**src/rtl/memory_access_pkg.sv**
```systemverilog
// Shared encodings for the memory-access stage: funct3 load/store widths,
// result-source select values and the access FSM state type.
package memory_access_pkg;

  localparam logic [2:0] F3_LB  = 3'b000;
  localparam logic [2:0] F3_LH  = 3'b001;
  localparam logic [2:0] F3_LW  = 3'b010;
  localparam logic [2:0] F3_LBU = 3'b100;
  localparam logic [2:0] F3_LHU = 3'b101;

  localparam logic [2:0] F3_SB  = 3'b000;
  localparam logic [2:0] F3_SH  = 3'b001;
  localparam logic [2:0] F3_SW  = 3'b010;

  localparam logic [1:0] RES_ALU  = 2'b00;
  localparam logic [1:0] RES_LOAD = 2'b01;
  localparam logic [1:0] RES_PC4  = 2'b10;

  typedef enum logic {
    S_IDLE,
    S_WAIT
  } state_t;

endpackage

```
**src/rtl/memory_access_lsu_align.sv**
```systemverilog
// Combinational lane logic: store data replication and byte enables,
// load byte/halfword extraction with extension, and misalignment detection.
module lsu_align
  import memory_access_pkg::*;
(
  input  logic        is_load,
  input  logic        is_store,
  input  logic [2:0]  funct3,
  input  logic [1:0]  byte_off,
  input  logic [31:0] store_data,
  input  logic [31:0] rdata,
  output logic [31:0] wdata,
  output logic [3:0]  be,
  output logic [31:0] load_data,
  output logic        misalign
);

  logic [7:0]  sel_byte;
  logic [15:0] sel_half;

  always_comb begin
    sel_byte = rdata[7:0];
    case (byte_off)
      2'd0: sel_byte = rdata[7:0];
      2'd1: sel_byte = rdata[15:8];
      2'd2: sel_byte = rdata[23:16];
      2'd3: sel_byte = rdata[31:24];
      default: sel_byte = rdata[7:0];
    endcase
    sel_half = byte_off[1] ? rdata[31:16] : rdata[15:0];
  end

  // A load and a store at once is treated like a misaligned access.
  always_comb begin
    wdata     = store_data;
    be        = 4'b1111;
    load_data = rdata;
    misalign  = 1'b0;
    if (is_load && is_store) begin
      misalign = 1'b1;
    end else if (is_store) begin
      case (funct3)
        F3_SB: begin
          wdata = {4{store_data[7:0]}};
          be    = 4'b0001 << byte_off;
        end
        F3_SH: begin
          wdata    = {2{store_data[15:0]}};
          be       = 4'b0011 << byte_off;
          misalign = byte_off[0];
        end
        F3_SW:   misalign = (byte_off != 2'b00);
        default: misalign = 1'b1;
      endcase
    end else if (is_load) begin
      case (funct3)
        F3_LB:   load_data = {{24{sel_byte[7]}}, sel_byte};
        F3_LBU:  load_data = {24'd0, sel_byte};
        F3_LH: begin
          load_data = {{16{sel_half[15]}}, sel_half};
          misalign  = byte_off[0];
        end
        F3_LHU: begin
          load_data = {16'd0, sel_half};
          misalign  = byte_off[0];
        end
        F3_LW:   misalign = (byte_off != 2'b00);
        default: misalign = 1'b1;
      endcase
    end
  end

endmodule

```
**src/rtl/memory_access.sv**
```systemverilog
// Memory-access pipeline stage: issues data-memory requests, stalls upstream
// until the memory answers, and registers results into the E stage.
module memory_access
  import memory_access_pkg::*;
#(
  parameter int DATA_WIDTH = 32
) (
  input  logic                  clk,
  input  logic                  rst_n,
  input  logic                  RegWriteD,
  input  logic [1:0]            ResultSrcD,
  input  logic                  MemWriteD,
  input  logic [31:0]           PCPlus4D,
  input  logic [4:0]            RdD,
  input  logic [DATA_WIDTH-1:0] MemWriteDataD,
  input  logic [31:0]           ALUResultD,
  input  logic [2:0]            Funct3D,
  output logic                  DMemReq,
  output logic                  DMemWe,
  output logic [31:0]           DMemAddr,
  output logic [DATA_WIDTH-1:0] DMemWData,
  output logic [3:0]            DMemBe,
  input  logic                  DMemReady,
  input  logic [DATA_WIDTH-1:0] DMemRData,
  output logic [31:0]           ForwardALUResultDH,
  output logic [4:0]            RdH,
  output logic                  RegWriteH,
  output logic                  StallM,
  output logic                  RegWriteE,
  output logic [1:0]            ResultSrcE,
  output logic [4:0]            RdE,
  output logic [31:0]           ALUResultE,
  output logic [DATA_WIDTH-1:0] ReadDataE,
  output logic [31:0]           PCPlus4E,
  output logic                  MisalignE
);

  state_t state_q, state_d;
  logic is_load, is_store, mem_op, misalign, legal_access, done;
  logic [31:0] load_data;

  assign is_load      = (ResultSrcD == RES_LOAD);
  assign is_store     = MemWriteD;
  assign mem_op       = is_load | is_store;
  assign legal_access = mem_op & ~misalign;

  assign ForwardALUResultDH = ALUResultD;
  assign RdH                = RdD;
  assign RegWriteH          = RegWriteD;

  assign DMemAddr = {ALUResultD[31:2], 2'b00};
  assign DMemWe   = is_store;

  lsu_align u_align (
    .is_load    (is_load),
    .is_store   (is_store),
    .funct3     (Funct3D),
    .byte_off   (ALUResultD[1:0]),
    .store_data (MemWriteDataD),
    .rdata      (DMemRData),
    .wdata      (DMemWData),
    .be         (DMemBe),
    .load_data  (load_data),
    .misalign   (misalign)
  );

  always_ff @(posedge clk or negedge rst_n) begin
    if (!rst_n) state_q <= S_IDLE;
    else        state_q <= state_d;
  end

  // Request and stall are also masked by rst_n so nothing leaks out while held in reset.
  always_comb begin
    state_d = state_q;
    DMemReq = 1'b0;
    StallM  = 1'b0;
    done    = 1'b0;
    case (state_q)
      S_IDLE: begin
        if (legal_access) begin
          DMemReq = 1'b1;
          if (DMemReady) begin
            done = 1'b1;
          end else begin
            StallM  = 1'b1;
            state_d = S_WAIT;
          end
        end
      end
      S_WAIT: begin
        DMemReq = 1'b1;
        if (DMemReady) begin
          done    = 1'b1;
          state_d = S_IDLE;
        end else begin
          StallM = 1'b1;
        end
      end
      default: state_d = S_IDLE;
    endcase
    if (!rst_n) begin
      DMemReq = 1'b0;
      StallM  = 1'b0;
      done    = 1'b0;
    end
  end

  always_ff @(posedge clk or negedge rst_n) begin
    if (!rst_n) begin
      RegWriteE  <= 1'b0;
      ResultSrcE <= 2'b00;
      RdE        <= 5'd0;
      ALUResultE <= 32'd0;
      ReadDataE  <= '0;
      PCPlus4E   <= 32'd0;
      MisalignE  <= 1'b0;
    end else if (StallM) begin
      RegWriteE <= 1'b0;
      MisalignE <= 1'b0;
    end else begin
      RegWriteE  <= RegWriteD & ~is_store & ~(mem_op & misalign);
      ResultSrcE <= ResultSrcD;
      RdE        <= RdD;
      ALUResultE <= ALUResultD;
      PCPlus4E   <= PCPlus4D;
      MisalignE  <= mem_op & misalign;
      ReadDataE  <= (done && is_load) ? load_data : '0;
    end
  end

endmodule
```
**config.mk**
```make
export PLATFORM = sky130hd
export DESIGN_NAME = memory_access
export DESIGN_NICKNAME = d
export VERILOG_FILES = /design/src/rtl/memory_access_pkg.sv /design/src/rtl/memory_access_lsu_align.sv /design/src/rtl/memory_access.sv
export SDC_FILE = /design/constraint.sdc
export NUM_CORES = 1
export LEC_CHECK = 0
export BUFFER_PORTS_ARGS = -buffer_cell sky130_fd_sc_hd__buf_2
export CAP_MARGIN = 20
export CORE_MARGIN = 5
export CORE_UTILIZATION = 30
export DETAILED_ROUTE_END_ITERATION = 16
export PLACE_DENSITY = 0.71
export SETUP_SLACK_MARGIN = 0.5
export SLEW_MARGIN = 20
export SYNTH_ARGS = -nofsm -noshare
export SYNTH_HDL_FRONTEND = slang
export SYNTH_SLANG_ARGS = --single-unit
export TNS_END_PERCENT = 10
```
**constraint.sdc**
```tcl
create_clock -name clk -period 2.28 [get_ports clk]
set_clock_uncertainty 0.1 [all_clocks]
set_input_delay 0.228 -clock clk [delete_from_list [all_inputs] [get_ports clk]]
set_output_delay 0.228 -clock clk [all_outputs]
set_load 0.005 [all_outputs]
```
==> flow_metrics.tcl, run 1 <==
set metrics [dict create \
    swShare_pct 28.7 \
    drcViolationCount 0 \
    synthTopCellsByCount "dfrtp_1, buf_4, mux2_4, nand2_1, a21oi_1" \
    cts_buffers 9 \
    max_cap_viol_count 0 \
    start_kind "primary input" \
    synth-seq-area-share_pct 45.0 \
    switchingPower_uw 1330 \
    clk_pin_slew_worst_paths_ps 90 \
    cts_buffer_depth 2 \
    power_per_cell_area_nw_per_um2 551 \
    die_w_um 150 \
    htreeDepth 3 \
    seq_power_share_pct 44.0 \
    yosysWarnings 0 \
    grt-ovfl-total 0 \
    antenna_found_initial 4 \
    syn-cell-area_um2 5890 \
    cts_tree "built" \
    power_uw 4630 \
    crit_required_ps 2430 \
    crit_slowest_cell "a2111o_1" \
    drt_first_iter_violations 268 \
    peakVddDrop_v 0.000416 \
    wirelength_mm 20.7 \
    maxSlewHeadroom_pct 27.9 \
    worstSetupPathType "in2reg" \
    dp_cells 1052 \
    via_per_inst 4.62 \
    fin_cells 1107 \
    yosysMostFrequentCell "dfrtp_1" \
    yosys-top-cells-area "dfrtp_1, mux2_4, buf_4, mux2i_1, nand2_1" \
    placed_cell_area_um2 7640 \
    violations "hold timing" \
    worst-path-max-fanout 11 \
    status "complete, but fails checks" \
    syn_inst 495 \
    avgRoutedWirePerCell_um 18.7 \
    grt_pass1_vias 5141 \
    layout-drive-gt1-share_pct 60.8 \
    synthFlopType "dfrtp_1" \
    fin_hold_ws_ps -21.7 \
    drtAntennaViolNets 0 \
    clock_latency_ps 350 \
    dp_hpwl_mm 15.9 \
    rsz0062_at_grt "true" \
    hold_violations 5 \
    core-area_um2 19400 \
    critPathMaxStageDelay_ps 430 \
    worstMarginPinSlew_ps 1080 \
    power_frac_clock_pct 34.7 \
    setup_viol 0 \
    fillerInstances 1860 \
    ys_ff_latch 106 \
    io_buffers 354 \
    avgSynthCellArea_um2 11.9 \
    final_cell_area_um2 8400 \
    io_pins 357 \
    die_area_um2 22500 \
    intPower_uw 3300 \
    r2r_cells 6 \
    achievable-frequency_mhz 483 \
    min_period_ps 2070 \
    first_pass_iters 7 \
    cts.sinks 106 \
    track_usage_pct 17.2 \
    cp-end-kind "flip-flop" \
    p_leak_uw 0.00429 \
    vias 5110 \
    place.gp.congestion 0.830 \
    cts-root-buf "clkbuf_16" \
    yosysTopAreaCellShare_pct 45.0 \
    grt_max_degree 67 \
    yosysTopAreaCell "dfrtp_1" \
    netlist-cell-type-count 42 \
    worstPathCellList "buf_6 -> or3_4 -> a2111o_1 -> a311oi_4 -> buf_12 -> buf_6 -> buf_12 -> mux2_2" \
    grt_pass1_wl_mm 29.7 \
    arrival_ps 2220 \
    finalCritPeriodShare_pct 90.8 \
    syn_to_final_growth_pct 42.7 \
    synth_enable_flop_cells 0 \
    nets 978 \
    die_h_um 150 \
    num_rows 51 \
    fin_tns_setup_ps 0 \
    hp-class "in2async" \
    async_reset_ff_share_pct 100 \
    slew_violations 0 \
    initial_utilization_pct 30.4 \
    combPwrFrac_pct 21.3 \
]
worst max-delay path, delay by kind of cell:
kind / cells / cell delay (ps)
buffers and inverters: 4 / 570
multiplexers: 1 / 340
AO/OA/AOI/OAI: 2 / 700
AND/OR/NAND/NOR: 1 / 380
state kept, by name, summed over array words and instances (netlist names):
register	cells
ALUResultE	32
PCPlus4E	32
ReadDataE	32
RdE	5
ResultSrcE	2
MisalignE	1
RegWriteE	1
state_q	1
per-layer routing:
layer	up-vias	share of wire, %	global-route usage [%]
met5	-	0.10	0
met4	4	0.97	4.44
met3	19	9.7	5.54
met2	252	50	29.3
met1	2469	39	21.0
li1	2366	-	-
final timing paths:
kind / slack (ps) / from / endpoint
max: 210 / ALUResultD[1] / ALUResultE[2]
min: -20 / rst_n / ResultSrcE[0]
max reg2reg: 540 / state_q / ALUResultE[2]
min reg2reg: 400 / ALUResultE[1] / ALUResultE[1]
max in group asynchronous: 1260 / rst_n / ALUResultE[0]
min in group clk: 20 / PCPlus4D[30] / PCPlus4E[30]
logic make-up after synthesis:
| kind of cell | synth area share, % |
|---|---|
| buffers and inverters | 13.2 |
| DFF | 45.0 |
| muxes | 25.0 |
| and+or+nand+nor | 6.54 |
| other | 0.0637 |
| AOI/OAI and AO/OA | 10.2 |
cells in the final DEF (no fill, tap or decap), types with 3 or more instances in the layout:
| cell type | count |
|---|---|
| nor2_1 | 21 |
| mux4_2 | 6 |
| mux2i_1 | 18 |
| mux2_2 | 12 |
| a22oi_1 | 17 |
| a222oi_1 | 4 |
| inv_1 | 3 |
| nand2_1 | 38 |
| o221ai_1 | 6 |
| nor2b_1 | 4 |
| mux2_4 | 68 |
| buf_4 | 32 |
| clkbuf_16 | 9 |
| a211oi_1 | 6 |
| buf_2 | 348 |
| dfrtp_1 | 106 |
| nand2b_1 | 8 |
| o21ai_0 | 22 |
| buf_12 | 7 |
| dlygate4sd3_1 | 32 |
| a21oi_1 | 24 |
| buf_6 | 13 |
through the flow:
step           util (%)  worst slack (ps)
2_1_floorplan         -              -121
3_3_place_gp       39.4              -114
3_5_place_dp       39.4              -152
4_1_cts            42.9               108
5_1_grt            43.3               177
6_report           43.3               210
cell type report:
type,instances,area [um^2],share of cell area (%)
repair buffers,433,2600,31.0
flip-flops and latches,106,2650,31.6
multi-input cells,279,2480,29.5
diodes,2,5.00,0.0596
inverters,6,22.5,0.268
clock inverters,7,80.1,0.953
clock buffers,9,225,2.68
well taps,265,332,3.95
timing repair:
item                                   in CTS  in global routing
setup buffers                               4                  1
endpoints found under the hold margin      68                  3
hold buffers                               29                  3
gates resized for setup                    13                  8
setup endpoints to repair                  86                103
pin swaps                                   3                  3
power by group through the flow:
stage	clock [uW]	sequential (uW)	combinational (uW)
after detailed placement	0	2070	923
after floorplan	0	2080	468
after global routing	1760	2050	1060
after global placement	0	2070	904
final	1610	2040	983
after CTS	1680	2030	982
No activity file was read; power rests on OpenSTA's default activity.
==> inputs of run 2 (changes only) <==
--- a/config.mk
+++ b/config.mk
@@ -9,8 +9,10 @@
 export CAP_MARGIN = 20
 export CORE_MARGIN = 5
 export CORE_UTILIZATION = 30
+export CTS_BUF_LIST = sky130_fd_sc_hd__clkbuf_8
 export DETAILED_ROUTE_END_ITERATION = 16
 export PLACE_DENSITY = 0.71
+export RECOVER_POWER = 50
 export SETUP_SLACK_MARGIN = 0.5
 export SLEW_MARGIN = 20
 export SYNTH_ARGS = -nofsm -noshare
==> run 2 against run 1 <==
The flow now finishes without violations. Clock-buffer cell count stayed put. Final cell count is 3.6% higher. Combinational power hardly changed. Die area stayed put. Sequential power hardly changed. Non-clock buffer count is 42 higher. Routed wire length is 3.5% higher. Worst hold slack better by 68 ps. Via count is 3.9% higher. Critical endpoint is now ALUResultE[30].
==> flow_metrics.tcl, run 2 (synthesis gave the netlist of run 1 again) <==
set metrics [dict create \
    setup_viol 0 \
    core-area_um2 19400 \
    drtAntennaViolNets 0 \
    first_pass_iters 7 \
    worstSetupPathType "in2reg" \
    io_pins 357 \
    drt_first_iter_violations 248 \
    cts_tree "built" \
    crit_buf_inv 4 \
    via_per_inst 4.63 \
    top_regs "ALUResultE (32), PCPlus4E (32), ReadDataE (32)" \
    arrival_ps 2230 \
    avgRoutedWirePerCell_um 18.7 \
    io_buffers 354 \
    worst-path-max-fanout 10 \
    crit_required_ps 2440 \
    dp_cells 1052 \
    crit_path_frequent_cell "buf_12" \
    clock_latency_ps 380 \
    syn_to_final_growth_pct 44.8 \
    rsz0062_at_grt "true" \
    start_kind "primary input" \
    dp_hpwl_mm 15.9 \
    final_common_cell "buf_2" \
    maxSlewHeadroom_pct 26.0 \
    critPathMaxStageDelay_ps 420 \
    wirelength_mm 21.5 \
    grt_pass1_wl_mm 31.2 \
    finalCritPeriodShare_pct 90.4 \
    peakVddDrop_v 0.000334 \
    clk_pin_slew_worst_paths_ps 110 \
    placed_cell_area_um2 7640 \
    track_usage_pct 18.0 \
    path_delay_family "compound AO/OA/AOI/OAI gates" \
    final_core_util_pct 43.9 \
    worstMarginPinSlew_ps 1110 \
    initial_utilization_pct 30.4 \
    vias 5310 \
    die_h_um 150 \
    final_cell_area_um2 8530 \
    hold_violations 0 \
    grt_pass1_vias 5464 \
    p_leak_uw 0.00401 \
    fin_hold_ws_ps 46.1 \
    nets 1020 \
    power_per_cell_area_nw_per_um2 502 \
    fillerInstances 1888 \
    multi_input_area_um2 2480 \
    worstPathCellList "buf_6 -> or3_4 -> a2111o_1 -> a311oi_4 -> buf_12 -> buf_4 -> buf_12 -> mux2_4" \
    max_cap_viol_count 0 \
    grt-ovfl-total 0 \
    die_area_um2 22500 \
    fin_cells 1147 \
    diodes 0 \
    slew_violations 0 \
    regArea_um2 2650 \
    cts-root-buf "clkbuf_8" \
    num_rows 51 \
    grt_max_degree 67 \
    crit_slowest_cell "a2111o_1" \
    place.gp.congestion 0.830 \
    cts_buffer_depth 2 \
    layout-drive-gt1-share_pct 43.3 \
    drcViolationCount 0 \
    status "finished, final reports clean" \
    cts_buffers 9 \
    htreeDepth 3 \
    cts.sinks 106 \
    hp-class "in2reg" \
    cp-end-kind "flip-flop" \
    final_cell_mix "buf_2, clkbuf_1, dfrtp_1" \
    min_period_ps 2060 \
    antenna_found_initial 3 \
    achievable-frequency_mhz 485 \
    die_w_um 150 \
]
==> run 2: changes by cell type in the layout (fill, tap and decap cells not counted), sizes merged <==
cell         delta
buf           -134
dlygate4sd3    +42
diode           -2
clkbuf        +134
==> run 2: report_power, final <==
group          switching (uW)  internal, uW
sequential               58.0          1980
clock                     790           438
combinational             461           549
==> run 2: stage by stage <==
step / power (uW) / setup TNS [ps] / setup slack [ps]
final: 4280 / 0 / 218
after global routing: 4500 / 0 / 183
after floorplan: 2540 / -8200 / -121
after detailed placement: 2990 / -7980 / -152
after CTS: 4370 / 0 / 111
after global placement: 2970 / -5460 / -114
==> run 2: worst paths after layout <==
kind	from	end	slack [ps]	cells past startpoint
max	ALUResultD[1]	ALUResultE[30]	220	8
min in group asynchronous	rst_n	ResultSrcE[0]	560	3
max reg2reg	state_q	ALUResultE[30]	490	6
min	ResultSrcD[1]	ResultSrcE[1]	50	2
min reg2reg	ALUResultE[1]	ALUResultE[1]	410	1
max in group asynchronous	rst_n	ReadDataE[3]	750	3
==> run 2: area by class of cell <==
class / instances / share of cell area [%]
inverters: 6 / 0.264
multi-input cells: 279 / 29.1
repair buffers: 475 / 33.2
well taps: 265 / 3.89
flip-flops and latches: 106 / 31.1
clock buffers: 9 / 1.45
clock inverters: 7 / 0.939
==> run 2: routing by layer <==
layer | vias up | routed length (um) | GRT usage, %
met3 | 28 | 2160 | 6.08
met1 | 2564 | 8140 | 21.4
met5 | - | 28 | 0
met4 | 6 | 406 | 5.12
met2 | 267 | 10700 | 30.8
li1 | 2445 | - | -
==> run 2: timing repair <==
item / 4_1_cts / 5_1_grt
hold buffers: 73 / 1
buffers inserted: 4 / 1
resized for setup: 12 / 4
setup endpoints to repair: 84 / 99
endpoints found under the hold margin: 178 / 1
pin swaps: 3 / 3
